## src/rtl/mux_scan_reg_if.sv

```systemverilog
`default_nettype none
// ============================================================================
// Module   : mux_scan_reg_if
// Brief    : Data/control bundle between a multi-source bus and mux_scan_reg.
// Revision : 1.0
// ============================================================================
interface mux_scan_reg_if #(
   parameter int WIDTH    = 4,
   parameter int CHANNELS = 4,
   parameter int SEL_W    = 2
);
   logic [CHANNELS*WIDTH-1:0] I;
   logic [SEL_W-1:0]          sel;
   logic                      sel_load;
   logic                      mode;
   logic                      enable;
   logic [CHANNELS-1:0]       mask;
   logic [WIDTH-1:0]          Out;
   logic [SEL_W-1:0]          out_ch;
   logic                      out_valid;
   logic                      wrap;

   modport master (
      output I, sel, sel_load, mode, enable, mask,
      input  Out, out_ch, out_valid, wrap
   );

   modport slave (
      input  I, sel, sel_load, mode, enable, mask,
      output Out, out_ch, out_valid, wrap
   );
endinterface
`default_nettype wire

```

## src/rtl/mux_scan_reg.sv

```systemverilog
`default_nettype none
// ============================================================================
// Module   : mux_scan_reg
// Brief    : Registered N:1 multiplexer with manual select and dwell-timed
//            round-robin scan over a channel skip mask.
// Revision : 1.0
// ============================================================================
module mux_scan_reg #(
   parameter int WIDTH    = 4,
   parameter int CHANNELS = 4,
   parameter int SEL_W    = 2,
   parameter int DWELL    = 4
) (
   input  logic          clk,
   input  logic          rst_n,
   mux_scan_reg_if.slave bus
);
   localparam int                 c_CNT_W      = (DWELL > 1) ? $clog2(DWELL) : 1;
   localparam int                 c_SLOTS      = 2 ** SEL_W;
   localparam logic [c_CNT_W-1:0] c_DWELL_LAST = c_CNT_W'(DWELL - 1);
   localparam logic [SEL_W:0]     c_CHANNELS   = (SEL_W + 1)'(CHANNELS);

   logic [SEL_W-1:0]   r_cur_ch;
   logic [c_CNT_W-1:0] r_dwell;
   logic               r_mode;
   logic               r_wrap_pend;
   logic [WIDTH-1:0]   r_out;
   logic [SEL_W-1:0]   r_out_ch;
   logic               r_out_valid;
   logic               r_wrap;

   logic [WIDTH-1:0]   w_ch_data [c_SLOTS];
   logic [c_SLOTS-1:0] w_mask_pad;
   logic [SEL_W-1:0]   w_next_ch;
   logic [SEL_W:0]     w_idx;
   logic               w_found;
   logic               w_mask_any;
   logic               w_load;
   logic               w_mode_chg;
   logic               w_scan_run;
   logic               w_dwell_end;
   logic               w_advance;
   logic               w_out_upd;

   // Pad the channel array to a power of two so any select value indexes safely.
   for (genvar k = 0; k < c_SLOTS; k++) begin : g_unpack
      if (k < CHANNELS) begin : g_live
         assign w_ch_data[k]  = bus.I[k*WIDTH +: WIDTH];
         assign w_mask_pad[k] = bus.mask[k];
      end else begin : g_pad
         assign w_ch_data[k]  = '0;
         assign w_mask_pad[k] = 1'b0;
      end
   end

   // First set mask bit strictly after r_cur_ch, wrapping; falls back to itself.
   always_comb begin
      w_next_ch = r_cur_ch;
      w_found   = 1'b0;
      w_idx     = '0;
      for (int k = 1; k <= CHANNELS; k++) begin
         w_idx = {1'b0, r_cur_ch} + (SEL_W + 1)'(k);
         if (w_idx >= c_CHANNELS) begin
            w_idx = w_idx - c_CHANNELS;
         end
         if (!w_found && w_mask_pad[w_idx[SEL_W-1:0]]) begin
            w_next_ch = w_idx[SEL_W-1:0];
            w_found   = 1'b1;
         end
      end
   end

   assign w_mask_any  = |bus.mask;
   assign w_load      = bus.sel_load && ({1'b0, bus.sel} < c_CHANNELS);
   assign w_mode_chg  = bus.mode != r_mode;
   assign w_scan_run  = bus.mode && bus.enable && w_mask_any;
   assign w_dwell_end = r_dwell == c_DWELL_LAST;
   assign w_advance   = w_scan_run && w_dwell_end && !w_load && !w_mode_chg;
   assign w_out_upd   = bus.enable && (!bus.mode || w_mask_any);

   always_ff @(posedge clk or negedge rst_n) begin
      if (!rst_n) begin
         r_cur_ch <= '0;
         r_dwell  <= '0;
         r_mode   <= 1'b0;
      end else begin
         r_mode <= bus.mode;
         if (w_load) begin
            r_cur_ch <= bus.sel;
            r_dwell  <= '0;
         end else if (w_mode_chg) begin
            r_dwell <= '0;
         end else if (w_scan_run) begin
            if (w_dwell_end) begin
               r_dwell  <= '0;
               r_cur_ch <= w_next_ch;
            end else begin
               r_dwell <= r_dwell + 1'b1;
            end
         end
      end
   end

   // A wrap is remembered until the first sample of the new channel is emitted.
   always_ff @(posedge clk or negedge rst_n) begin
      if (!rst_n) begin
         r_wrap_pend <= 1'b0;
         r_out       <= '0;
         r_out_ch    <= '0;
         r_out_valid <= 1'b0;
         r_wrap      <= 1'b0;
      end else begin
         if (w_advance) begin
            r_wrap_pend <= (w_next_ch <= r_cur_ch);
         end else if (w_load || w_mode_chg || w_out_upd) begin
            r_wrap_pend <= 1'b0;
         end
         if (w_out_upd) begin
            r_out       <= w_ch_data[r_cur_ch];
            r_out_ch    <= r_cur_ch;
            r_out_valid <= 1'b1;
            r_wrap      <= r_wrap_pend;
         end else begin
            r_out_valid <= 1'b0;
            r_wrap      <= 1'b0;
         end
      end
   end

   assign bus.Out       = r_out;
   assign bus.out_ch    = r_out_ch;
   assign bus.out_valid = r_out_valid;
   assign bus.wrap      = r_wrap;
endmodule
`default_nettype wire

```

## src/flat_wrapper.sv

```systemverilog
// flat-port wrapper written by rule: the top's interface ports become plain ports
module mux_scan_reg_flat 
#(
   parameter int WIDTH    = 4,
   parameter int CHANNELS = 4,
   parameter int SEL_W    = 2,
   parameter int DWELL    = 4
)
  (clk, rst_n, bus_I, bus_sel, bus_sel_load, bus_mode, bus_enable, bus_mask, bus_Out, bus_out_ch, bus_out_valid, bus_wrap);
  mux_scan_reg_if #(.WIDTH(WIDTH), .CHANNELS(CHANNELS), .SEL_W(SEL_W)) bus_i ();
  input  logic clk;
  input  logic rst_n;
  input wire logic [$bits(bus_i.I)-1:0] bus_I;
  input wire logic [$bits(bus_i.sel)-1:0] bus_sel;
  input wire logic [$bits(bus_i.sel_load)-1:0] bus_sel_load;
  input wire logic [$bits(bus_i.mode)-1:0] bus_mode;
  input wire logic [$bits(bus_i.enable)-1:0] bus_enable;
  input wire logic [$bits(bus_i.mask)-1:0] bus_mask;
  output wire logic [$bits(bus_i.Out)-1:0] bus_Out;
  output wire logic [$bits(bus_i.out_ch)-1:0] bus_out_ch;
  output wire logic [$bits(bus_i.out_valid)-1:0] bus_out_valid;
  output wire logic [$bits(bus_i.wrap)-1:0] bus_wrap;
  assign bus_i.I = bus_I;
  assign bus_i.sel = bus_sel;
  assign bus_i.sel_load = bus_sel_load;
  assign bus_i.mode = bus_mode;
  assign bus_i.enable = bus_enable;
  assign bus_i.mask = bus_mask;
  assign bus_Out = bus_i.Out;
  assign bus_out_ch = bus_i.out_ch;
  assign bus_out_valid = bus_i.out_valid;
  assign bus_wrap = bus_i.wrap;
  mux_scan_reg #(.WIDTH(WIDTH), .CHANNELS(CHANNELS), .SEL_W(SEL_W), .DWELL(DWELL)) u_core (.clk(clk), .rst_n(rst_n), .bus(bus_i));
endmodule
```

## config.mk

```make
export PLATFORM = sky130hd
export DESIGN_NAME = mux_scan_reg_flat
export DESIGN_NICKNAME = d
export VERILOG_FILES = /design/src/rtl/mux_scan_reg_if.sv /design/src/rtl/mux_scan_reg.sv /design/src/flat_wrapper.sv
export SDC_FILE = /design/constraint.sdc
export NUM_CORES = 1
export LEC_CHECK = 0
export ABC_AREA = 1
export CORE_ASPECT_RATIO = 1.4
export CORE_MARGIN = 10
export CORE_UTILIZATION = 40
export CTS_BUF_LIST = sky130_fd_sc_hd__clkbuf_4 sky130_fd_sc_hd__clkbuf_8 sky130_fd_sc_hd__clkbuf_16
export CTS_CLUSTER_SIZE = 10
export DETAILED_ROUTE_END_ITERATION = 12
export MAX_ROUTING_LAYER = met4
export PLACE_DENSITY_LB_ADDON = 0.25
export REMOVE_ABC_BUFFERS = 1
export SYNTH_ARGS = -nofsm -noshare
export SYNTH_HDL_FRONTEND = slang
export SYNTH_SLANG_ARGS = --single-unit
```

## constraint.sdc

```tcl
create_clock -name clk -period 3 [get_ports clk]
set_input_delay 0.45 -clock clk [delete_from_list [all_inputs] [get_ports clk]]
set_output_delay 0.45 -clock clk [all_outputs]
set_load 0.02 [all_outputs]
```

# Word level (Yosys, flattened, before mapping)
# Cells that the tools add are included.
# word_totals
reg_bits,14
inputBits,27
output_inout_bits,8
word_cells,89
# classes
n_addsub,9
order_cmp,10
eq_ne,3
n_mux,34
n_bitwise,1
reduce_logical,24
# ops
operator,n
2-bit two-way mux,16
"3-bit >= comparator, second input constant",5
"2-bit by 3-bit < comparator with 1-bit output, second input constant",4
1-bit two-way mux,11
1-bit logical AND,9
1-bit binary-select mux with 2-bit select,4
4-bit binary-select mux with 2-bit select,1
4-bit two-way mux,2
"2-bit by 1-bit subtractor with 2-bit output, second input constant",4
"2-bit by 2-bit adder with 3-bit output, second input constant",2
1-bit logical NOT,6
2-bit nonzero test,3
4-bit OR reduction,1
"2-bit by 1-bit adder with 3-bit output, second input constant",1
"2-bit by 3-bit adder with 3-bit output, second input constant",1
1-bit logical OR,3
2-bit NOT with 3-bit output,1
3-bit AND reduction,1
3-bit nonzero test,1
"2-bit by 1-bit adder with 2-bit output, second input constant",1
"2-bit == test, second input constant",1
2-bit <= comparator,1
"2-bit inequality test, second input constant",1
1-bit inequality test,1

# Depth between registers and ports, before layout
# Gate-level depths: netlist of the first run.
# logic_depth
ltp_word,19
mapped_depth,17
ltp_nobuf,16

# Least setup slack after synthesis of the first run
# Ideal clock, no wire load.
# synth_timing
path_kind,register to register
startpoint,register u_core.r_cur_ch[0]
endpoint,register u_core.r_wrap_pend
setup_ns,0.083
arrival_time_ns,1.746
t_required_ns,2.917
slack_ns,1.172
stages_incl_launch_ff,16
n_path_buf,1
period_less_slack_ns,1.828
path_cell_list,dfrtp_1 -> buf_6 -> clkinv_4 -> nand2_1 -> nand2_2 -> nand2_2 -> nand2_4 -> clkinv_2 -> nand3_2 -> nand3_1 -> nand2_1 -> inv_1 -> ha_1 -> a21oi_1 -> a21oi_1 -> o21ai_0
# synth_via
elab_chain_len,17
elab_cells_between_ends,39
cone_classes,8 x add/sub; 5 x order compare; 20 x mux; 6 x reduce/logical
# synth_lines
element,line,text
"start, declared",mux_scan_reg.sv:23,logic [SEL_W-1:0] r_cur_ch;
"start signal, assigned",mux_scan_reg.sv:89,r_cur_ch <= bus.sel;
"start signal, assigned",mux_scan_reg.sv:96,r_cur_ch <= w_next_ch;
2-bit by 1-bit adder with 3-bit output,mux_scan_reg.sv:62,"w_idx = {1'b0, r_cur_ch} + (SEL_W + 1)'(k);"
3-bit >= comparator or 2-bit by 1-bit subtractor with 2-bit output (tied branches),"mux_scan_reg.sv:63, mux_scan_reg.sv:64",
2-bit two-way mux,mux_scan_reg.sv:63,if (w_idx >= c_CHANNELS) begin
1-bit binary-select mux with 2-bit select,mux_scan_reg.sv:66,if (!w_found && w_mask_pad[w_idx[SEL_W-1:0]]) begin
1-bit two-way mux (not written as such),mux_scan_reg.sv:66,
1-bit two-way mux,mux_scan_reg.sv:66,
1-bit logical NOT,mux_scan_reg.sv:66,
1-bit logical AND,mux_scan_reg.sv:66,
1-bit two-way mux,mux_scan_reg.sv:66,
1-bit logical NOT,mux_scan_reg.sv:66,
1-bit logical AND,mux_scan_reg.sv:66,
1-bit two-way mux,mux_scan_reg.sv:66,
1-bit logical NOT,mux_scan_reg.sv:66,
1-bit logical AND,mux_scan_reg.sv:66,
2-bit two-way mux,mux_scan_reg.sv:66,
2-bit <= comparator *,mux_scan_reg.sv:114,r_wrap_pend <= (w_next_ch <= r_cur_ch);
1-bit two-way mux *,mux_scan_reg.sv:113,if (w_advance) begin
"end signal, assigned",mux_scan_reg.sv:114,
"end, declared",mux_scan_reg.sv:26,logic r_wrap_pend;
# Mark *: on every way between the ends. The rest lies on a longest branch, timed or not. The select of a mux whose other input is x is not followed.
# A chain may end at the register's enable or synchronous reset.

# Worst setup path after layout of the first run
# Same ends and word-level chain as after synthesis.

==> reports/results.ini, run 1 <==
[setup_path]
start_kind=flop
critPathRequiredTime_ps=3220
worstPathArrival_ps=2400
crit_type=flop to flop
path_max_fanout=11
crit_path_end_kind=flop

[global_route]
antenna_found_initial=0
grt_max_degree=15
gr-total-overflow=0
grt_pass1_wl_um=4457
track_usage_pct=12.12
grt_pass1_vias=1049

[timing]
final_max_slew_viol_count=0
min_period_over_period_pct=72.76
skew_ps=3.263
worst_pin_slew_ps=622.0
relSlewSlack_pct=58.40
hold_violations=0
rsz0062_at_grt=false
max_freq_mhz=458.1
finalSetupTns_ps=0
timing.hold.ws_ps=485.6
setup_viol=0
fin_crit_ps=2183

[clock_network]
cts.path.max_buffers=2
cts_setup_buffers=0
clk_pin_slew_ps=90
cts_buffers=3
cts_tree=built
post_cts_resized=0
clock_latency_ps=290
clockRootBuffer=clkbuf_4
cts_sinks=14
htreeDepth=1
postCtsHoldBufs=0

[power_and_ir_drop]
p_leak_nw=0.6972
vdd_drop_max_mv=0.2213
power_density_mw_per_mm2=491.0

[synth]
ys_types=23
synth.cell_area_um2=970.9
synthFlopType=dfrtp_1
synth_seq_cells=14
syn_area_per_cell_um2=6.743
synthTopCellsByArea=dfrtp_1 (36%), nand2_1 (24%), inv_1 (5.4%)
synth_top_area_share_pct=36.08
ys_async_sr_fraction_pct=100.0
synth.largest_area_cell=dfrtp_1
yosysWarnings=0
synth_seq_area_share_pct=36.08
syn_inst=144
synth-edff-count=0

[worst_hold_path]
hold_class=flop to flop

[finish]
diodes=0
drive_gt1_share_pct=9.945
final_cell_mix=nand2_1 (63), clkdlybuf4s50_1 (34), inv_1 (14), dfrtp_1 (14), nand3_1 (10)
layout_commonest_cell=nand2_1
fin_nets=212
final_area_mm2=0.001368
synthToLayoutAreaGrowth_pct=40.85
fillers=226

[drt]
drt_wl_total_um=2601
viasPerCell=5.059
route.detailed.drc=0
drt-wirelength-per-cell_um=12.75
dr.pass1.iters=4
num_vias=1032
postRouteAntennaNets=0
drt_iter0_drc=18

[floorplanning]
start_util_pct=41.06
die_y_um=78.30
die_x_um=61.64
rows=21
core_mm2=0.002365
dieArea_mm2=0.004826
io_pins=35

[run]
maxCapViolations=0

[placed_design]
io_buffers=34
hpwlAfterDp_um=2210
place_area_mm2=0.001331
gp_congestion=0.8242

[run_status]
status=completed

-- critical path, cell delays in order, from the launching register on --
cell	delay, ps
dfrtp_1	630
clkinv_4	160
nand2_1	120
nand2_2	80
nand2_2	80
nand2_4	70
o21ai_1	140
nand3_1	100
nand2_1	70
inv_1	40
ha_1	280
a21oi_1	150
a21oi_1	50
o21ai_0	140
-- final timing paths --
check	startpoint	end	slack, ps	cells past startpoint
max	u_core.r_cur_ch[0]	u_core.r_wrap_pend	820	13
min	u_core.bus.Out[2]	u_core.bus.Out[2]	490	2
max reg2reg	u_core.r_cur_ch[0]	u_core.r_wrap_pend	820	13
min reg2reg	u_core.bus.Out[2]	u_core.bus.Out[2]	490	2
max in group asynchronous	rst_n	u_core.bus.Out[1]	2060	1
min in group asynchronous	rst_n	u_core.r_wrap_pend	540	1
-- cells by family (layout without fill, tap and decap cells) --
kind of cell,count (synthesis),count (layout),synth area share [%]
AND/OR/NAND/NOR,92,92,42.14
flip-flops,14,14,36.08
buffers and inverters,20,57,9.277
adder cells (fa/ha/maj),3,3,3.866
AO/OA/AOI/OAI,14,14,7.731
XOR/XNOR,1,1,0.9022
-- power by group --
part | total (mW) | switching [mW] | internal, mW
registers | 0.245 | 0.0286 | 0.216
clock network | 0.139 | 0.0646 | 0.0740
logic | 0.288 | 0.159 | 0.129
total | 0.672 | 0.252 | 0.419
-- synthesized netlist by cell type, types with 2 or more instances --
library cell	number
nand3_1	10
ha_1	3
nand2_1	63
dfrtp_1	14
nand2_2	6
a21oi_1	7
o21ai_0	4
nand2_4	2
nand4_1	4
inv_1	14
a22oi_1	2
nor2_1	4
-- metrics by stage --
stage               power (mW)  util, %  setup slack (ps)  cells
floorplan               0.4247        -              1090    142
global placement        0.5269    56.30             701.6    200
detailed placement      0.5399    56.30             651.8    200
CTS                     0.6786    57.83             820.1    204
global route            0.7249    57.83             550.5    204
finish                  0.6715    57.83             817.2    204
-- registers in the layout, indices dropped and copies added, names as in the netlist --
register / cells
u_core.r_dwell: 2
u_core.bus.Out: 4
u_core.r_mode: 1
u_core.r_cur_ch: 2
u_core.bus.wrap: 1
u_core.r_wrap_pend: 1
u_core.bus.out_valid: 1
u_core.bus.out_ch: 2
-- layout make-up --
cell class	instances	area, µm²	share of cell area (%)
Sequential cell	14	350.3	25.62
Inverter	18	73.82	5.398
Multi-Input combinational cell	110	530.5	38.79
Tap cell	23	28.78	2.104
Timing Repair Buffer	35	347.8	25.43
Clock buffer	4	36.28	2.653
-- routing by layer --
layer,global-route usage [%],wire [µm],vias up
li1,-,-,530
met1,12.03,967,470
met2,21.42,1447,27
met3,2.093,128,5
met4,6.054,57,0
met5,-,0,-
No activity file was read; power rests on OpenSTA's default activity.
==> run 2: changes to the inputs <==
Clock period 3 ns to 1.9 ns, I/O delays scaled along.
==> run 2 against run 1 <==
The flow now finishes with violations (negative setup slack). Critical endpoint unchanged. Combinational power increased to 2.6 times the previous value. Non-clock buffer count increased by 25. Critical path depth did not move. Via count increased by 14%. Clock skew is 4.5 ps higher. Core utilization rose by 14 points. Die area stayed put.
==> reports/results.ini, run 2 (synthesis results as in run 1) <==
[run_status]
violations=negative setup slack
status=complete, but fails checks

[timing]
max_freq_mhz=479.8
min_period_over_period_pct=109.7
skew_ps=7.769
fin_ws_ps=-184.0
final_max_slew_viol_count=0
worst_pin_slew_ps=629.5
rsz0062_at_grt=true
finalSetupTns_ps=-184.0
relSlewSlack_pct=57.90
timing.hold.ws_ps=383.8
hold_violations=0
fin_crit_ps=2084
setup_viol=1

[placed_design]
gp_congestion=0.7929
io_buffers=34
hpwlAfterDp_um=2455

[drt]
drt_iter0_drc=35
wl_met3_um=101
dr.pass1.iters=4
drt-met1-wl_um=1299
drt_wl_total_um=3568
viasPerCell=5.153
route.detailed.drc=0
wl_met2_um=2047
drt-wirelength-per-cell_um=15.58
maxUsedRoutingLayer=met4
postRouteAntennaNets=0
num_vias=1180

[floorplanning]
die_x_um=61.64
dieArea_mm2=0.004826
io_pins=35
start_util_pct=41.06
core_mm2=0.002365
die_y_um=78.30
rows=21

[global_route]
grt_pass1_wl_um=5175
grt_max_degree=15
track_usage_pct=14.27
gr-total-overflow=0
antenna_found_initial=0
grt_pass1_vias=1155

[clock_network]
cts_sinks=14
clock_latency_ps=280
cts_tree=built
clockRootBuffer=clkbuf_4
cts.path.max_buffers=2
cts_buffers=3
htreeDepth=1
clk_pin_slew_ps=90

[setup_path]
crit_type=flop to flop
path_max_fanout=8
start_kind=flop
r2r_slack_ps=-180
cp_top_family=simple AND/OR/NAND/NOR gates
worstPathArrival_ps=2250
crit_buf_inv=2
crit_chain=clkinv_4 -> nand2_4 -> nand2_4 -> nand2_4 -> nand2_8 -> o21ai_4 -> nand3_2 -> nand2_2 -> inv_2 -> ha_4 -> a21oi_2 -> a21oi_1 -> o21ai_1
slowest_stage=dfrtp_2
cp-endpoint=u_core.r_wrap_pend
crit_path_end_kind=flop
worstSetupPathDepth=13
crit_path_frequent_cell=nand2_4
critPathRequiredTime_ps=2070
crit_start=u_core.r_cur_ch[0]
r2r_start=u_core.r_cur_ch[0]
reg2reg_to=u_core.r_wrap_pend
cpPeakStageDelay_ps=510
r2r_cells=13

[power_and_ir_drop]
vdd_drop_max_mv=0.4215
switching_share_pct=39.26
p_int_mw=0.8212
p_sw_mw=0.5309
power_density_mw_per_mm2=793.4
clkPwrFrac_pct=16.1
pwr-share-comb_pct=55.1
p_seq_share_pct=28.8
p_leak_nw=0.8536

[worst_hold_path]
hold_class=input port to async pin

[finish]
final_util_pct=72.06
synthToLayoutAreaGrowth_pct=75.52
diodes=0
drive_gt1_share_pct=31.55
fin_nets=237
largest_reg_flops=4
fillers=202
layout_commonest_cell=nand2_1
final_cell_mix=nand2_1 (52), clkdlybuf4s50_1 (34), buf_4 (20)

[run]
maxCapViolations=0

## run 2: final cells by class
| class | count | area [µm²] | share of cell area, % |
|---|---|---|---|
| Multi-Input combinational cell | 110 | 653.1 | 38.33 |
| Clock buffer | 4 | 36.28 | 2.129 |
| Tap cell | 23 | 28.78 | 1.689 |
| Inverter | 18 | 75.07 | 4.405 |
| Timing Repair Buffer | 60 | 558.0 | 32.75 |
| Sequential cell | 14 | 352.8 | 20.70 |
## run 2: worst reg2reg max path: stages, from the launching register on
cell      delay [ps]
dfrtp_2          510
clkinv_4         160
nand2_4          120
nand2_4           70
nand2_4          100
nand2_8           80
o21ai_4          170
nand3_2          100
nand2_2           90
inv_2             40
ha_4             260
a21oi_2           40
a21oi_1          140
o21ai_1           90
## run 2: power by group through the flow
stage	Sequential, mW	Combinational [mW]	Clock [mW]
after floorplan	0.414	0.257	0
after global placement	0.386	0.492	0
after detailed placement	0.389	0.515	0
after CTS	0.386	0.594	0.222
after global routing	0.396	0.806	0.233
final	0.389	0.745	0.218
## run 2: worst min path at each step
stage / from / to / slack [ps] / cells after the start
6_report: rst_n / u_core.bus.Out[1] / 380 / 1
5_1_grt: rst_n / u_core.bus.out_valid / 420 / 1
4_1_cts: rst_n / u_core.bus.Out[1] / 400 / 1
3_5_place_dp: u_core.bus.Out[1] / u_core.bus.Out[1] / 480 / 2
3_3_place_gp: u_core.r_dwell[0] / u_core.r_dwell[0] / 460 / 1
2_1_floorplan: rst_n / u_core.bus.Out[0] / -10 / 0
## run 2: through the flow
step	std cells	worst slack (ps)	total power, mW	cell area, µm²
global route	229	-277.8	1.435	1704
CTS	223	-52.22	1.201	1562
finish	229	-184.0	1.352	1704
global placement	211	-210.5	0.8783	1414
detailed placement	211	-338.4	0.9041	1414
floorplan	142	-10.20	0.6705	954.7
## run 2: what timing repair did
action                     4_1_cts  5_1_grt
gates resized for setup         14       26
hold buffers                     0        0
setup endpoints to repair        1        2
buffers inserted                 8        6
pin swaps                        9       15
## run 2: routing by layer
layer / global-route usage [%] / up-vias
met2: 25.75 / 25
met5: - / -
met1: 13.41 / 568
met4: 8.520 / 0
met3: 1.932 / 12
li1: - / 575
==> run 3: changes to the inputs <==
Settings changed: ABC_AREA 1 to not set, CORE_UTILIZATION 40 to 38, GPL_TIMING_DRIVEN set to 0, SETUP_SLACK_MARGIN set to 0.2.
==> run 3 against run 2 <==
Combinational power decreased by 60%. Final area decreased by 25%. Synthesized cell count decreased by 52%. Sequential share of layout area increased by 6.9 points. Die area decreased by 5.7%. The run now ends clean. First-iteration DRC count decreased by 8.6%. Non-clock buffer count decreased by 23. Worst hold slack improved by 10 ps. Critical endpoint unchanged. Via count decreased by 40%. Global-route usage decreased by 4.2 points.
==> reports/results.ini, run 3 <==
[run_status]
status=completed

[global_route]
track_usage_pct=10.11
antenna_found_initial=0
grt_pass1_vias=711
grt_pass1_wl_um=3567
gr-total-overflow=0
grt_max_degree=15

[clock_network]
cts.path.max_buffers=2
clockRootBuffer=clkbuf_4
cts_buffers=3
htreeDepth=1
cts_tree=built
clock_latency_ps=260
cts_sinks=14
clk_pin_slew_ps=70

[floorplanning]
dieArea_mm2=0.004549
die_x_um=59.93
start_util_pct=39.42
core_mm2=0.002152
rows=20
die_y_um=75.91
io_pins=35

[drt]
num_vias=703
postRouteAntennaNets=0
drt-wirelength-per-cell_um=16.63
route.detailed.drc=0
drt_iter0_drc=32
dr.pass1.iters=4
drt_wl_total_um=2145
viasPerCell=5.450

[power_and_ir_drop]
p_seq_share_pct=43.5
clkPwrFrac_pct=19.3
p_leak_nw=0.5558
p_int_mw=0.5766
vdd_drop_max_mv=0.2726
total_power_mw=0.7972
power_density_mw_per_mm2=624.1
p_sw_mw=0.2206
pwr-share-comb_pct=37.3
switching_share_pct=27.68

[synth]
syn_area_per_cell_um2=12.29
syn_inst=69
synthMostInstantiatedCell=dfrtp_1
yosysWarnings=0
ys_async_sr_fraction_pct=100.0
synth.largest_area_cell=dfrtp_1
synthTopCellsByArea=dfrtp_1 (41%), mux2_4 (11%), mux4_1 (9.3%)
synth.cell_area_um2=848.3
synth_seq_cells=14
ys_types=26
synth_top_area_share_pct=41.30
synth_common_cells=dfrtp_1 (14), mux2_4 (6), nand2_1 (6)
synth_seq_area_share_pct=41.30
synth-edff-count=0
synthFlopType=dfrtp_1

[setup_path]
slowest_stage=dfrtp_2
critPathRequiredTime_ps=2100
crit_chain=or2b_1 -> o21ai_0 -> a21oi_2 -> inv_2 -> ha_4 -> nor2b_1 -> o21ai_1 -> nand3_1 -> a21oi_2
path_max_fanout=3
start_kind=flop
crit_path_end_kind=flop
r2r_cells=9
cpPeakStageDelay_ps=430
worstPathArrival_ps=1870
crit_type=flop to flop
crit_path_frequent_cell=a21oi_2

[timing]
worst_pin_slew_ps=598.9
rsz0062_at_grt=true
fin_crit_ps=1671
setup_viol=0
final_max_slew_viol_count=0
max_freq_mhz=598.3
skew_ps=0.5094
relSlewSlack_pct=59.95
fin_ws_ps=228.6
hold_violations=0
min_period_over_period_pct=87.97

[finish]
final_cell_mix=clkdlybuf4s50_1 (30), dfrtp_1 (12), mux2_4 (6), nand2_1 (6)
fin_cells=129
largest_reg_flops=4
diodes=0
fin_nets=139
drive_gt1_share_pct=21.50
final_util_pct=59.36
layout_commonest_cell=clkdlybuf4s50_1
synthToLayoutAreaGrowth_pct=50.59

[placed_design]
dp.cells=123
dp_slack_ps=-308.0
io_buffers=34
gp_congestion=0.7911
hpwlAfterDp_um=1716

[worst_hold_path]
hold_class=input port to async pin

[run]
maxCapViolations=0

-- run 3: repair_timing --
item	CTS	global route
setup endpoints to repair	1	1
hold buffers	0	0
gates resized for setup	10	3
hold endpoints to repair	0	0
pin swaps	3	1
setup buffers	3	0
-- run 3: metal layers --
metal / share of wire (%) / global-route usage, % / vias up / wire, µm
li1: - / - / 334 / -
met1: 41 / 11.22 / 342 / 878
met2: 53 / 16.12 / 25 / 1131
met3: 5.0 / 2.000 / 2 / 107
met4: 1.3 / 5.405 / 0 / 27
met5: 0 / - / - / 0
-- run 3: worst max-delay path: cells and delay by family (launching register included) --
family | cells | cell delay [ps]
simple gates | 3 | 470
buf+inv | 1 | 70
flops | 1 | 430
fa+ha+maj | 1 | 190
compound gates | 4 | 450
-- run 3: kinds of logic (layout without fill, tap and decap cells) --
family | count (synthesis) | after routing | share of synthesized area, %
muxes | 11 | 11 | 23.75
adders and majority gates | 3 | 3 | 4.425
buffers and inverters | 6 | 44 | 3.539
AOI/OAI and AO/OA | 16 | 16 | 13.72
and+or+nand+nor | 18 | 18 | 12.24
DFF | 14 | 14 | 41.30
xor gates and xnor gates | 1 | 1 | 1.033
-- run 3: power groups by stage --
stage,Sequential (mW),Combinational [mW],Clock [mW]
final,0.347,0.297,0.153
after global routing,0.351,0.323,0.174
after detailed placement,0.361,0.269,0
after floorplan,0.386,0.106,0
after global placement,0.359,0.266,0
after CTS,0.347,0.295,0.159
-- run 3: worst paths after layout --
path | start | end | slack [ps]
worst min-delay path | rst_n | u_core.bus.Out[0] | 390
min in group clk | u_core.r_wrap_pend | u_core.bus.wrap | 490
max in group asynchronous | rst_n | u_core.r_cur_ch[0] | 1080
worst max register to register | u_core.r_cur_ch[0] | u_core.r_wrap_pend | 230
worst max-delay path | u_core.r_cur_ch[0] | u_core.r_wrap_pend | 230
worst min register to register | u_core.r_wrap_pend | u_core.bus.wrap | 490
-- run 3: area by class of cell --
type / count / area, µm²
clock buffer: 3 / 22.52
fill: 175 / 874.6
inverter: 4 / 15.01
multi-input combinational: 49 / 501.7
sequential: 14 / 352.8
tap: 22 / 27.53
timing repair buffer: 37 / 357.8
-- run 3: stage by stage --
stage	setup TNS, ps	instance area (µm²)	hold WS (ps)
after global placement	-297.8	1201	464.2
final	0	1277	393.9
after CTS	0	1261	408.5
after global routing	0	1277	440.8
after floorplan	0	833.3	-10.59
after detailed placement	-308.0	1201	479.0
